`src/rtl/cpu_ctrl_pkg.sv`:
```
`default_nettype none
// ============================================================================
// Module      : cpu_ctrl_pkg
// Description : Shared types for the cpu control sequencer: sequencer state
//               encoding and the decoded instruction op class seen on the
//               op_class input.
// Revision    : 1.0  initial release
// ============================================================================
package cpu_ctrl_pkg;

  localparam int OP_CLASS_W = 3;

  typedef enum logic [2:0] {
    S_IDLE    = 3'd0,
    S_FETCH   = 3'd1,
    S_DECODE  = 3'd2,
    S_EXECUTE = 3'd3,
    S_HALT    = 3'd4,
    S_FAULT   = 3'd5
  } state_t;

  // Codes 6 and 7 are reserved and treated as illegal instructions.
  typedef enum logic [OP_CLASS_W-1:0] {
    OP_NOP  = 3'd0,
    OP_ALU  = 3'd1,
    OP_ALUI = 3'd2,
    OP_BRZ  = 3'd3,
    OP_JMP  = 3'd4,
    OP_HALT = 3'd5
  } op_class_t;

endpackage
`default_nettype wire

```
`src/rtl/edge_detect.sv`:
```
`default_nettype none
// ============================================================================
// Module      : edge_detect
// Description : Registered rising-edge detector. The delayed copy of sig is
//               updated every cycle, so a level held high yields one pulse.
// Ports       : clk, n_reset (async active-low)
//               sig  - synchronised input level
//               rise - high while sig=1 and the previous sampled value was 0
// Revision    : 1.0  initial release
// ============================================================================
module edge_detect (
  input  logic clk,
  input  logic n_reset,
  input  logic sig,
  output logic rise
);

  logic sig_q;

  always_ff @(posedge clk or negedge n_reset) begin
    if (!n_reset) begin
      sig_q <= 1'b0;
    end else begin
      sig_q <= sig;
    end
  end

  assign rise = sig & ~sig_q;

endmodule
`default_nettype wire

```
`src/rtl/cpu_sequencer.sv`:
```
`default_nettype none
// ============================================================================
// Module      : cpu_sequencer
// Description : Multi-cycle control sequencer for the cpu datapath. Steps each
//               instruction through FETCH / DECODE / EXECUTE with a req/ack
//               handshake to program memory, in free-run or single-step mode.
// Ports       : clk, n_reset (async active-low)
//               imem_ack, op_class, z_flag, step_mode, step  - control inputs
//               imem_req, ir_load, pc_incr, pc_load, rf_we   - datapath enables
//               halted, fault                                - terminal states
//               instr_count                                  - retired count
// Revision    : 1.0  initial release
// ============================================================================
module cpu_sequencer
  import cpu_ctrl_pkg::*;
#(
  parameter int CW      = 16,
  parameter int TIMEOUT = 15
) (
  input  logic                  clk,
  input  logic                  n_reset,
  input  logic                  imem_ack,
  input  logic [OP_CLASS_W-1:0] op_class,
  input  logic                  z_flag,
  input  logic                  step_mode,
  input  logic                  step,
  output logic                  imem_req,
  output logic                  ir_load,
  output logic                  pc_incr,
  output logic                  pc_load,
  output logic                  rf_we,
  output logic                  halted,
  output logic                  fault,
  output logic [CW-1:0]         instr_count
);

  // Wait counter value on the last permitted FETCH cycle without an ack.
  localparam logic [7:0] WAIT_LAST = 8'(TIMEOUT - 1);
  localparam logic [CW-1:0] COUNT_MAX = {CW{1'b1}};
  localparam logic [CW-1:0] COUNT_ONE = {{(CW-1){1'b0}}, 1'b1};

  state_t    state;
  logic [7:0] wait_cnt;
  logic      step_rise;
  op_class_t op;

  assign op = op_class_t'(op_class);

  edge_detect u_step_edge (
    .clk     (clk),
    .n_reset (n_reset),
    .sig     (step),
    .rise    (step_rise)
  );

  always_ff @(posedge clk or negedge n_reset) begin
    if (!n_reset) begin
      state       <= S_IDLE;
      wait_cnt    <= 8'd0;
      instr_count <= '0;
    end else begin
      case (state)
        S_IDLE: begin
          if (!step_mode || step_rise) begin
            state <= S_FETCH;
          end
        end
        S_FETCH: begin
          if (imem_ack) begin
            state    <= S_DECODE;
            wait_cnt <= 8'd0;
          end else if (wait_cnt == WAIT_LAST) begin
            state    <= S_FAULT;
            wait_cnt <= 8'd0;
          end else begin
            wait_cnt <= wait_cnt + 8'd1;
          end
        end
        S_DECODE: state <= S_EXECUTE;
        S_EXECUTE: begin
          case (op)
            OP_NOP, OP_ALU, OP_ALUI, OP_BRZ, OP_JMP: begin
              // Retire; step_mode is only sampled here and in IDLE.
              if (instr_count != COUNT_MAX) begin
                instr_count <= instr_count + COUNT_ONE;
              end
              state <= step_mode ? S_IDLE : S_FETCH;
            end
            OP_HALT: state <= S_HALT;
            default: state <= S_FAULT;
          endcase
        end
        S_HALT:  state <= S_HALT;
        S_FAULT: state <= S_FAULT;
        default: state <= S_FAULT;
      endcase
    end
  end

  // Enables decode from state (and same-cycle inputs); reset forces IDLE,
  // so every enable drops as soon as n_reset is asserted.
  always_comb begin
    imem_req = 1'b0;
    ir_load  = 1'b0;
    pc_incr  = 1'b0;
    pc_load  = 1'b0;
    rf_we    = 1'b0;
    halted   = 1'b0;
    fault    = 1'b0;
    case (state)
      S_FETCH: begin
        imem_req = 1'b1;
        ir_load  = imem_ack;
      end
      S_EXECUTE: begin
        case (op)
          OP_NOP:         pc_incr = 1'b1;
          OP_ALU, OP_ALUI: begin
            rf_we   = 1'b1;
            pc_incr = 1'b1;
          end
          OP_BRZ: begin
            pc_load = z_flag;
            pc_incr = ~z_flag;
          end
          OP_JMP:         pc_load = 1'b1;
          default: ;
        endcase
      end
      S_HALT:  halted = 1'b1;
      S_FAULT: fault  = 1'b1;
      default: ;
    endcase
  end

endmodule
`default_nettype wire

```
`config.mk`:
```
export PLATFORM = sky130hd
export DESIGN_NAME = cpu_sequencer
export DESIGN_NICKNAME = d
export VERILOG_FILES = /design/src/rtl/cpu_ctrl_pkg.sv /design/src/rtl/edge_detect.sv /design/src/rtl/cpu_sequencer.sv
export SDC_FILE = /design/constraint.sdc
export NUM_CORES = 1
export LEC_CHECK = 0
export ABC_AREA = 1
export CAP_MARGIN = 15
export CORE_ASPECT_RATIO = 1.75
export CORE_MARGIN = 2
export CORE_UTILIZATION = 46
export DETAILED_ROUTE_END_ITERATION = 10
export PLACE_DENSITY = 0.78
export SYNTH_ARGS = -nofsm -noshare
export SYNTH_HDL_FRONTEND = slang
export SYNTH_SLANG_ARGS = --single-unit
```
`constraint.sdc`:
```
create_clock -name clk -period 1.73 [get_ports clk]
set_clock_uncertainty 0.15 [all_clocks]
set_input_delay 0.4325 -clock clk [delete_from_list [all_inputs] [get_ports clk]]
set_output_delay 0.4325 -clock clk [all_outputs]
set_load 0.01 [all_outputs]
```
==> results of run 1 <==
==> flip-flops by register name (all words and copies together), names as in the netlist <==
register and cells:
instr_count 16, state 3, u_step_edge.sig_q 1, wait_cnt 8
==> final cells by class <==
cell class | instances | area share [%]
tap | 46 | 2.14
multi-input combinational | 192 | 37.8
clock buffer | 3 | 1.54
timing repair buffer | 82 | 26.8
sequential | 28 | 26.3
inverter | 30 | 4.33
clock inverter | 1 | 1.12
==> worst max-delay path, cell delays in order (launching register included) <==
cell	delay, ps
dfrtp_1	440
buf_4	160
nor2_4	110
buf_4	110
nand2_1	60
inv_1	50
buf_2	110
==> power groups by stage <==
stage                     logic, mW  clock network, mW  registers, mW
final                        0.0855              0.537          0.659
after CTS                    0.0805              0.550          0.657
after floorplan              0.0127                  0          0.670
after detailed placement     0.0708                  0          0.670
after global routing         0.0935              0.569          0.659
after global placement       0.0693                  0          0.670
==> how the worst max path moves through the flow <==
| stage | cells after the start | endpoint | from |
|---|---|---|---|
| 6_report | 6 | halted | state[1] |
| 3_3_place_gp | 7 | pc_load | op_class[1] |
| 3_5_place_dp | 7 | pc_load | op_class[1] |
| 4_1_cts | 6 | rf_we | state[1] |
| 2_1_floorplan | 9 | instr_count[4] | instr_count[0] |
| 5_1_grt | 6 | halted | state[1] |
==> cells by family after synthesis <==
logic type | after synthesis | synth area share [%]
AOI/OAI and AO/OA | 19 | 6.86
xor gates and xnor gates | 9 | 4.46
adders and majority gates | 3 | 2.12
buffers and inverters | 33 | 7.99
DFF | 28 | 39.6
and+or+nand+nor | 161 | 39.0
==> repair_timing <==
| item | in CTS | in global routing |
|---|---|---|
| gates resized for setup | 63 | 29 |
| gates cloned | 0 | 1 |
| setup buffers | 22 | 4 |
| pin swaps | 6 | 11 |
| endpoints found under the setup margin | 38 | 29 |
| hold endpoints to repair | 0 | 0 |
==> layer usage <==
metal	wire [µm]	vias to the layer above	track usage [%]
met5	0	-	0
met4	188	0	15.0
met3	146	17	1.92
met2	2960	52	48.4
met1	1800	918	23.1
li1	-	963	-
==> through the flow <==
| step | TNS (ps) | instances | util (%) | hold WS (ps) |
|---|---|---|---|---|
| 2_1_floorplan | 0 | 253 | - | -13.1 |
| 3_3_place_gp | -8980 | 353 | 63.6 | 338 |
| 3_5_place_dp | -9490 | 353 | 63.6 | 346 |
| 4_1_cts | -729 | 379 | 69.3 | 372 |
| 5_1_grt | -1410 | 382 | 73.3 | 372 |
| 6_report | -925 | 382 | 73.3 | 358 |
==> synth_stat cells, drive strengths merged <==
cell type  count  area [µm²]
nand2        105         402
dfrtp         28         701
inv           28         105
nor2          28         118
nand3         19         118
o21ai         13        80.1
xnor2          7        61.3
nand4          6        37.5
buf            3        27.5
ha             3        37.5
nor3           3        15.0
clkinv         2        8.75
o22ai          2        12.5
xor2           2        17.5
a21oi          1        5.00
a31o           1        8.76
o21a           1        7.51
o31ai          1        7.51
==> results.py, run 1 <==
metrics = {
    "outcome": {
        "outcome": "complete, but fails checks",
        "violations": "setup timing",
    },
    "drt": {
        "dr.first_iter.drc_count": 64,
        "wl_um": 5090,
        "vias": 1950,
        "drc": 0,
        "via_per_inst": 5.10,
        "detail_route.wl_per_cell_um": 13.3,
        "detail-route-antenna-nets": 0,
        "dr.pass1.iters": 4,
    },
    "placement": {
        "place_congestion": 0.887,
        "port_buffers": 31,
        "dp_slack_ps": -861,
        "dpl_cell_area_um2": 2330,
        "dp_hpwl_um": 3240,
    },
    "synth": {
        "synth_cell_types": 29,
        "ys_seq_area_share_pct": 39.6,
        "ys_ff_latch": 28,
        "syn_area_per_cell_um2": 6.99,
        "netlist_area_um2": 1770,
        "yosys_warnings": 0,
        "synth_cells": 253,
        "synth_nets": 265,
    },
    "setup_path": {
        "crit_fanout": 3,
        "reg2reg_from": "state[1]",
        "crit_path_start_kind": "register",
        "worstPathArrival_ps": 1330,
        "critPathRequiredTime_ps": 1150,
        "reg2reg_depth": 12,
        "end_kind": "output pin",
        "r2r-end": "state[2]",
        "r2r_slack_ps": -80,
        "worst-setup-path-type": "reg -> out",
    },
    "power_and_ir_drop": {
        "p_clk_share_pct": 41.9,
        "combPwrFrac_pct": 6.7,
        "p_int_mw": 1.01,
        "p_leak_nw": 1.47,
        "p_seq_share_pct": 51.4,
        "power_switching_share_pct": 21.2,
        "power.total_mw": 1.28,
        "p_switching_mw": 0.272,
        "ir_worst_vdd_v": 0.000422,
        "power_per_cell_area_nw_per_um2": 477,
    },
    "final_layout": {
        "area_growth_syn_to_layout_pct": 51.9,
        "final_area_um2": 2690,
        "drive_gt1_share_pct": 29.8,
        "multi_input_area_um2": 1020,
        "seqCellArea_um2": 706,
        "fillCellCount": 271,
        "insertedDiodeCount": 0,
        "mostFrequentLayoutCells": "nand2_1, buf_4, dfrtp_1",
        "layout.nets": 349,
        "final_common_cell": "nand2_1",
    },
    "clock_tree": {
        "cts_buffer_depth": 2,
        "cts_buffers": 3,
        "clock_latency_ps": 290,
        "clock-sinks": 28,
        "cts_root_buffer": "clkbuf_8",
        "clkTransAtPathRegs_ps": 100,
        "htreeDepth": 1,
        "cts_tree": "done",
        "hold_buffers": 0,
    },
    "grt": {
        "grt_pass1_wl_um": 8110,
        "grt_overflow_total": 0,
        "antenna_found_initial": 0,
        "grt_usage_pct": 24.5,
        "grt_pass1_vias": 2007,
        "grt_max_degree": 29,
    },
    "timing": {
        "relSlewSlack_pct": 79.0,
        "period_share_pct": 111,
        "layout_min_cycle_time_ps": 1910,
        "report.final.slew_viol_count": 0,
        "rsz0062_at_grt": "yes",
        "setup_viol": 9,
        "final_hold_viol_count": 0,
        "worst_slack_ps": -184,
        "worst_pin_slew_ps": 315,
        "fmax_mhz": 523,
    },
    "die": {
        "die_area_um2": 4380,
        "ioPinCount": 32,
        "core.rowCount": 29,
        "die_x_um": 50.9,
        "fp.dieH_um": 86.0,
        "start_util_pct": 48.3,
        "core_area_um2": 3660,
    },
    "run": {
        "maxCapViolations": 0,
    },
    "hold_path": {
        "hold_class": "in -> async",
    },
}
Note: power is estimated with default switching activity, not from simulation.
==> inputs of run 2 (changes only) <==
--- a/config.mk
+++ b/config.mk
@@ -11,6 +11,7 @@
 export CORE_MARGIN = 2
 export CORE_UTILIZATION = 46
 export DETAILED_ROUTE_END_ITERATION = 10
+export GPL_ROUTABILITY_DRIVEN = 0
 export PLACE_DENSITY = 0.78
 export SYNTH_ARGS = -nofsm -noshare
 export SYNTH_HDL_FRONTEND = slang
==> results of run 2 <==
No change in the layout: final DEF, timing and power equal those of run 1.
